**config.mk**
```make
export PLATFORM = sky130hd
export DESIGN_NAME = ex_mem_stage
export DESIGN_NICKNAME = d
export VERILOG_FILES = /design/src/rtl/ex_mem_stage.sv
export SDC_FILE = /design/constraint.sdc
export NUM_CORES = 1
export LEC_CHECK = 0
export CORE_MARGIN = 2
export CORE_UTILIZATION = 44
export CTS_CLUSTER_DIAMETER = 150
export DETAILED_ROUTE_END_ITERATION = 10
export GPL_ROUTABILITY_DRIVEN = 0
export PLACE_DENSITY = 0.83
export SYNTH_ARGS = -nofsm -noshare
export SYNTH_HDL_FRONTEND = slang
export SYNTH_SLANG_ARGS = --single-unit
```
**constraint.sdc**
```tcl
create_clock -name clk -period 2.3 [get_ports clk]
set_input_delay 0.69 -clock clk [delete_from_list [all_inputs] [get_ports clk]]
set_output_delay 0.69 -clock clk [all_outputs]
set_load 0.01 [all_outputs]
```
**src/rtl/ex_mem_stage.sv**
```systemverilog
// EX/MEM boundary: branch resolve, two-entry skid buffer toward MEM,
// and a forwarding tap from the youngest buffered result.
module ex_mem_stage #(
  parameter int DATA_W = 64,
  parameter int REG_W  = 5
) (
  input  logic              clk,
  input  logic              rst_n,
  input  logic              in_valid,
  output logic              in_ready,
  input  logic              flush,
  input  logic [DATA_W-1:0] aluResult,
  input  logic              zeroFlag,
  input  logic [DATA_W-1:0] storeData,
  input  logic [REG_W-1:0]  rdAddr,
  input  logic              regWrite,
  input  logic              memRead,
  input  logic              memWrite,
  input  logic              branch,
  input  logic              branchNe,
  input  logic [DATA_W-1:0] branchTarget,
  output logic              out_valid,
  input  logic              out_ready,
  output logic [DATA_W-1:0] out_aluResult,
  output logic [DATA_W-1:0] out_storeData,
  output logic [REG_W-1:0]  out_rd,
  output logic              out_regWrite,
  output logic              out_memRead,
  output logic              out_memWrite,
  output logic              redirect,
  output logic [DATA_W-1:0] redirectPc,
  output logic              fwdValid,
  output logic [REG_W-1:0]  fwdRd,
  output logic [DATA_W-1:0] fwdData
);

  typedef struct packed {
    logic [DATA_W-1:0] alu;
    logic [DATA_W-1:0] sd;
    logic [REG_W-1:0]  rd;
    logic              rw;
    logic              mr;
    logic              mw;
  } ent_t;

  ent_t        h_q, s_q, h_d, s_d, in_e;
  logic [1:0]  cnt_q, cnt_d;
  logic        rdy_q;
  logic        acc, enq, deq, taken;
  logic        redir_q;
  logic [DATA_W-1:0] pc_q;
  logic        y_rw, y_mr;
  logic [REG_W-1:0]  y_rd;
  logic [DATA_W-1:0] y_alu;

  assign acc   = in_valid & rdy_q & ~flush;
  assign enq   = acc & ~branch;
  assign deq   = (cnt_q != 2'd0) & out_ready;
  assign taken = zeroFlag ^ branchNe;

  // x0 is never a real writeback target
  assign in_e = '{
    alu: aluResult,
    sd:  storeData,
    rd:  rdAddr,
    rw:  regWrite & (rdAddr != '0),
    mr:  memRead,
    mw:  memWrite
  };

  always_comb begin
    h_d   = h_q;
    s_d   = s_q;
    cnt_d = cnt_q;
    case ({enq, deq})
      2'b11: begin
        if (cnt_q == 2'd2) begin
          h_d = s_q;
          s_d = in_e;
        end else begin
          h_d = in_e;
        end
      end
      2'b10: begin
        if (cnt_q == 2'd0) begin
          h_d   = in_e;
          cnt_d = 2'd1;
        end else if (cnt_q == 2'd1) begin
          s_d   = in_e;
          cnt_d = 2'd2;
        end
      end
      2'b01: begin
        if (cnt_q == 2'd2) h_d = s_q;
        cnt_d = cnt_q - 2'd1;
      end
      default: ;
    endcase
  end

  always_ff @(posedge clk or negedge rst_n) begin
    if (!rst_n) begin
      h_q     <= '0;
      s_q     <= '0;
      cnt_q   <= 2'd0;
      rdy_q   <= 1'b1;
      redir_q <= 1'b0;
      pc_q    <= '0;
    end else begin
      h_q     <= h_d;
      s_q     <= s_d;
      cnt_q   <= cnt_d;
      rdy_q   <= (cnt_d != 2'd2);
      redir_q <= acc & branch & taken;
      if (acc & branch & taken) pc_q <= branchTarget;
    end
  end

  assign in_ready      = rdy_q;
  assign out_valid     = (cnt_q != 2'd0);
  assign out_aluResult = h_q.alu;
  assign out_storeData = h_q.sd;
  assign out_rd        = h_q.rd;
  assign out_regWrite  = h_q.rw;
  assign out_memRead   = h_q.mr;
  assign out_memWrite  = h_q.mw;
  assign redirect      = redir_q;
  assign redirectPc    = pc_q;

  // youngest entry: skid when full, else head
  assign y_rw  = (cnt_q == 2'd2) ? s_q.rw  : h_q.rw;
  assign y_mr  = (cnt_q == 2'd2) ? s_q.mr  : h_q.mr;
  assign y_rd  = (cnt_q == 2'd2) ? s_q.rd  : h_q.rd;
  assign y_alu = (cnt_q == 2'd2) ? s_q.alu : h_q.alu;

  assign fwdValid = (cnt_q != 2'd0) & y_rw & ~y_mr;
  assign fwdRd    = fwdValid ? y_rd  : '0;
  assign fwdData  = fwdValid ? y_alu : '0;

endmodule

```
==> metrics, run 1 <==
status finished with violations; failing checks setup timing; largest net degree at the start of global routing 90; crit end category output pin; Setup Skew 0.01011 ns; Synth cell types 34; RSZ-0062 raised after global routing yes; Die X 202.1 um; clk sinks 340; vias per cell 6.365; mapped cell area ~0.017 sq mm; r2r setup slk -0.37 ns; pre-CTS setup slack -0.8844 ns; first-pass GRT wire length approximately 94000 um; Fmax achieved 343.1 MHz; average wire per standard cell 28.64 um; Leak 12.67 nW; synthesized instance count between 1000 and 1500; worst setup margin -0.6147 ns; Placement Rows a little over 70; Cell Count, Final, Fillers Out 2641; Worst setup SP type flop; Tmin final approximately 2.9 ns; share of synthesized cell area in full adder, half adder and majority cells 0.5797%; Area Growth Syn to Fin 68.68%; crit path to fwdData[31]; Clock Latency Late Sink 0.56 ns; crit-path max FO 6; final instance area slightly below 0.03 sq mm; # Max-Cap Violations 0; storage element area 0.008509 sq mm; Synth Area in XOR/XNOR less than 1%; compound-cell area share of the yosys netlist 21.75%; combinational family with the most area after synthesis compound AO/OA/AOI/OAI gates; total gr overflow 0; Num CTS Buffers 38; HPWL after DPL ~38000 um; Initial Util 44.58%; hold crit path type input pin to asynchronous set/reset pin; Post-Syn Nets 1699; setup TNS -91.30 ns; DR DRC count 0; maximum buffer depth of the clock tree 3; die area 0.04085 sq mm; Final setup viols 342; worst reg2reg path depth 12; post-synthesis simple-gate area fraction 6.971%; fillers 2214; register bit total from synthesis 340; Worst-Margin Slew 0.5592 ns; vias in the first global route 16290; Pwr per Cell Area 1504 mW/mm^2; CTS tree built; Vias about 17000; IO Count about 480; RR Endpoint out_storeData[0]; Detailed Route WL 75650 um; antenna violations before repair 5; DRT iter0 DRCs ~1300; Post-DRT Antenna Nets 0; Clock Tree Root clkbuf_16; register area share after synthesis between 40% and 50%; GRT Total Usage about 30%; layout cell share with drive strength beyond 1 between 30% and 40%; placed instance count 2466; WS Path Type flop to output pin; CTS clk-pin slew, worst paths 0.06 ns; maximum VDD drop 934.0 uV; Power, Total 0.04382 W; synth warn 0; Critical Path Start cnt_q[0]; crit share post-route 126.7%; Syn Area/Cell about 12 sq um; DRT Pass-1 Iters 7; Die Y 202.1 um; Reg2Reg Launch Point cnt_q[0]; mux contribution to synthesized area 17.10%; NumNets Final between 2000 and 2500; multi-input logic area slightly above 0.01 sq mm; Core ar. approximately 0.039 sq mm; CTS H-Tree Depth 2; Slew headroom between 60% and 70%; Fin. Hold Viols 0; port bufs 480; Crit path arrival time 2.22 ns; Post-CTS Hold Buffers 0; Final Slew Violations 0; placed cell area 0.02388 sq mm; Req. time, crit path approximately 1.6 ns
## cells in the final DEF (no fill, tap or decap), types with 4 or more instances in the layout
cell type	Yosys	final
a211oi_1	66	18
a211oi_2	0	41
a211oi_4	0	7
a21o_1	134	134
a21oi_2	0	47
a21oi_4	0	22
a221oi_1	137	82
a221oi_2	0	47
a221oi_4	0	8
a311oi_1	58	9
a311oi_2	10	58
buf_12	0	56
buf_16	0	23
buf_2	43	46
buf_4	4	92
buf_6	9	46
buf_8	0	13
bufinv_16	0	5
clkbuf_1	93	8
clkbuf_16	0	70
clkbuf_8	0	10
clkdlybuf4s50_1	0	402
clkinv_2	0	4
dfrtp_1	339	339
ha_4	0	5
inv_1	10	4
mux2_2	200	72
mux2_4	0	128
mux2i_1	70	67
nand2_1	70	66
nand2b_1	137	130
nand2b_4	0	7
nor2_4	0	4
or3_4	0	5
## where the power goes
part           switching [W]  internal, W
clock network        0.00267      0.00397
logic                 0.0119       0.0136
registers            0.00271      0.00891
## critical path, stage by stage, from the launching register on
cell and delay [ns]:
dfrtp_1 0.37, inv_2 0.07, ha_4 0.20, nor3b_4 0.23, o21ai_4 0.09, buf_12 0.15
buf_12 0.14, buf_16 0.15, a21oi_4 0.14, buf_6 0.12
## registers in the layout, indices dropped and copies added, names as in the netlist
name	flops
cnt_q	2
in_ready	1
out_aluResult	64
out_memRead	1
out_memWrite	1
out_rd	5
out_regWrite	1
out_storeData	64
redirect	1
redirectPc	64
s_q	136
## stage by stage
stage	hold slack [ns]	util, %
after detailed placement	0.4648	61.65
after global placement	0.4605	61.65
after global routing	0.09059	75.19
after CTS	0.09685	67.55
after floorplan	0.3944	-
final	0.08465	75.19
## synth_stat cells, drive strengths merged
cell	count	area (sq um)
or2	1	6.260
a21oi	72	360.4
o211ai	1	7.510
o21ai	2	10.00
mux2	200	2252
a211oi	66	495.5
clkbuf	93	349.1
nor2	6	25.03
xor2	1	8.760
nor3b	1	7.510
or4	1	7.510
a221oi	137	1200
nand2	70	262.8
nor3	1	5.000
or3	1	6.260
dfstp	1	26.28
nor2b	3	18.77
a311oi	68	658.1
o2111ai	1	8.760
ha	8	100.1
buf	57	350.3
dfrtp	339	8483
nand2b	137	857.1
a21o	134	1006
nand3b	1	7.510
inv	10	37.54
o211a	1	10.01
mux2i	70	700.7
## layer usage
layer	track usage [%]	part of all wire [%]	wire length [um]	up-vias
met2	48.88	48	36280	1122
met5	0	0.066	50	-
met4	11.55	5.1	3850	8
li1	-	-	-	6887
met1	37.05	37	28030	8504
met3	6.014	9.8	7439	290
## logic make-up (layout without fill, tap and decap cells)
logic type / Yosys count / after routing
fa+ha+maj: 8 / 8
simple gates: 222 / 226
mux: 270 / 270
compound gates: 482 / 482
other cells: 0 / 2
xor+xnor: 1 / 1
flops: 340 / 340
buf+inv: 160 / 794
## repair_timing
action	4_1_cts	5_1_grt
setup buffers	17	27
pin swaps	10	69
gates cloned	24	47
endpoints found under the setup margin	348	346
resized for setup	390	391
## worst min path at each step
stage	startpoint	to	depth (start not counted)
floorplan	rst_n	cnt_q[0]	0
global placement	out_storeData[48]	out_storeData[48]	1
detailed placement	out_storeData[54]	out_storeData[54]	1
CTS	rst_n	out_aluResult[31]	1
global route	rst_n	out_aluResult[31]	1
finish	rst_n	out_aluResult[31]	1
## area by class of cell
cell class	instances	area share, %
multi-input cells	987	35.24
flip-flops and latches	340	29.21
repair buffers	717	28.57
clock buffers	56	3.879
well taps	518	2.225
clock inverters	11	0.6959
inverters	10	0.1546
diodes	2	0.01718
Power figures use the tool's default switching activity.
==> run 2: changes to the inputs <==
- CORE_UTILIZATION: 44 -> 35
- CTS_BUF_LIST: not set -> sky130_fd_sc_hd__clkbuf_4 sky130_fd_sc_hd__clkbuf_8
- PLACE_DENSITY: 0.83 -> not set
==> run 2 against run 1 <==
  * The run still ends with setup timing left
  * Worst hold slack gained 0.39 ns
  * Fmax shrank 1.3%
  * Worst setup slack lost 0.038 ns
  * Wire length shrank 16%
  * Utilization shrank 19 points
  * Sequential power shrank 4%
  * Global-route usage shrank 5.7 points
  * Sequential cell count is the same
  * Largest power group unchanged
==> metrics, run 2 (synthesized netlist as in run 1, its figures left out) <==
Setup Skew 0.02136 ns (+0.01125 ns); first-pass GRT wire length 92570 um (-2.0%); Clock Tree Root clkbuf_8; Detailed Route WL 63770 um (-16%); Core ar. 0.04885 sq mm (+26%); NumNets Final 2311 (+0.043%); Worst-Margin Slew 0.5927 ns (+0.03349 ns); final core occ 56.51% (-19 points); Largest Register s_q; Fmax achieved 338.7 MHz (-1.3%); DRT iter0 DRCs 904 (-29%); Die Y 226.1 um (+12%); failing checks setup timing; RR Endpoint s_q[45]; start point of the worst min-delay path out_storeData[61]; worst setup margin -0.6524 ns (-0.03778 ns); antenna violations before repair 9 (+4); Slew headroom 60.49% (-2.2 points); WHS 0.4749 ns (+0.3903 ns); Pwr per Cell Area 1454 mW/mm^2 (-3.3%); crit share post-route 128.4% (+1.6 points); DR DRC count 0 (unchanged); layer with the highest usage met2; Req. time, crit path 1.61 ns (about the same); Area Growth Syn to Fin 59.87%; RSZ-0062 raised after global routing yes; Leak 11.79 nW (-6.9%); Crit path arrival time 2.26 ns (+0.04 ns); worst hold path cell count 1; hold endpoint out_storeData[61]; clk sinks 340 (unchanged); status finished with violations; flip-flop count of the largest register after layout 136 (unchanged); Initial Util 35.35% (-9.2 points); worst reg2reg path depth 14 (+2); IO Count 481 (unchanged); vias per cell 5.484 (-14%); die area 0.05113 sq mm (+25%); Tmin final 2.952 ns (+0.03778 ns); vias in the first global route 15610 (-4.2%); Vias 15410 (-8.3%); Final Slew Violations 0 (unchanged); largest net degree at the start of global routing 72 (-20%); met3 Use GR 6.206% (+0.19 points); Die X 226.1 um (+12%); maximum buffer depth of the clock tree 3 (unchanged); Post-DRT Antenna Nets 0 (unchanged); setup TNS -97.58 ns (-6.285 ns); HPWL after DPL 39060 um (+3.7%); Fin. Hold Viols 0 (unchanged); hold crit path type flop to flop; Worst setup SP type flop; met2 Use GR 38.19% (-11 points); Reg2Reg Launch Point cnt_q[0]; crit end category output pin; Num CTS Buffers 66 (+74%); CTS clk-pin slew, worst paths 0.05 ns (about the same); # Max-Cap Violations 0 (unchanged); GRT Total Usage 23.45% (-5.7 points); most frequent cells in the layout clkdlybuf4s50_1, dfrtp_1, mux2_2, a221oi_1, a21o_1; Clock Latency Late Sink 0.64 ns (+0.08 ns); CTS H-Tree Depth 3 (+1); average wire per standard cell 22.69 um (-21%); maximum VDD drop 731.2 uV (-22%); r2r setup slk -0.28 ns (+0.09 ns); most common cell after layout, fill and taps aside clkdlybuf4s50_1; DRT Pass-1 Iters 7 (unchanged); M1 GR Usage 30.07% (-7.0 points); layout cell share with drive strength beyond 1 37.54% (-2.2 points); CTS tree built; crit-path max FO 7 (+1); Final setup viols 356 (+4.1%); WS Path Type flop to output pin; Placement Rows 81 (+13%); total gr overflow 0 (unchanged); port bufs 480 (unchanged)
-- run 2: cell types whose count changed in the layout (fill, tap and decap cells not counted), sizes merged, moves of 2 or more --
cell,change
clkinvlp,+2
bufinv,-5
diode,+5
or3,-4
clkinv,-3
inv,+3
buf,-9
clkbuf,+31
clkdlybuf4s50,+4
dlymetal6s2s,-2
-- run 2: worst max path at each step --
stage / start / end / slack (ns)
after global routing: cnt_q[0] / fwdData[39] / -0.73
after global placement: flush / out_storeData[47] / -0.81
final: cnt_q[0] / fwdData[39] / -0.65
after CTS: cnt_q[0] / fwdData[8] / -0.75
after detailed placement: out_ready / out_aluResult[20] / -0.86
after floorplan: flush / s_q[126] / -0.13
-- run 2: critical path, cell delays in order (launching register included) --
cell and delay [ns]:
dfrtp_1 0.36, inv_2 0.06, ha_4 0.20, nor3b_4 0.22
o21ai_4 0.11, buf_12 0.15, buf_16 0.15, buf_6 0.12
a21oi_4 0.15, buf_6 0.13
-- run 2: per-stage QoR --
step	power (W)	area (sq um)	std cells	worst slack (ns)
after floorplan	0.02089	17700	1483	-0.1343
after global placement	0.02943	24200	2626	-0.8073
after detailed placement	0.02989	24200	2626	-0.8610
after CTS	0.03808	26100	2762	-0.7465
after global routing	0.04237	27600	2807	-0.7277
final	0.04014	27610	2810	-0.6524
-- run 2: timing repair --
item | CTS | global route
buffers inserted | 14 | 26
setup endpoints to repair | 442 | 438
hold buffers | 1 | 0
cloned | 12 | 19
pin swaps | 4 | 15
endpoints found under the hold margin | 5 | 0
gates resized for setup | 373 | 186
-- run 2: layout make-up --
cell class | count | area, sq um
inverter | 10 | 40.04
fill | 4119 | 21240
timing repair buffer | 694 | 7644
multi-input combinational | 983 | 9258
antenna | 7 | 17.52
sequential | 340 | 8509
clock inverter | 8 | 56.30
tap | 664 | 830.8
clock buffer | 104 | 1250
-- run 2: metal layers --
layer	vias to the layer above	share of wire (%)
met3	105	7.1
met5	-	0.085
li1	6879	-
met1	7865	42
met2	554	48
met4	8	2.4
-- run 2: report_power, final --
part	switching (W)	internal, W
clock network	0.00270	0.00344
logic	0.0106	0.0124
registers	0.00214	0.00892
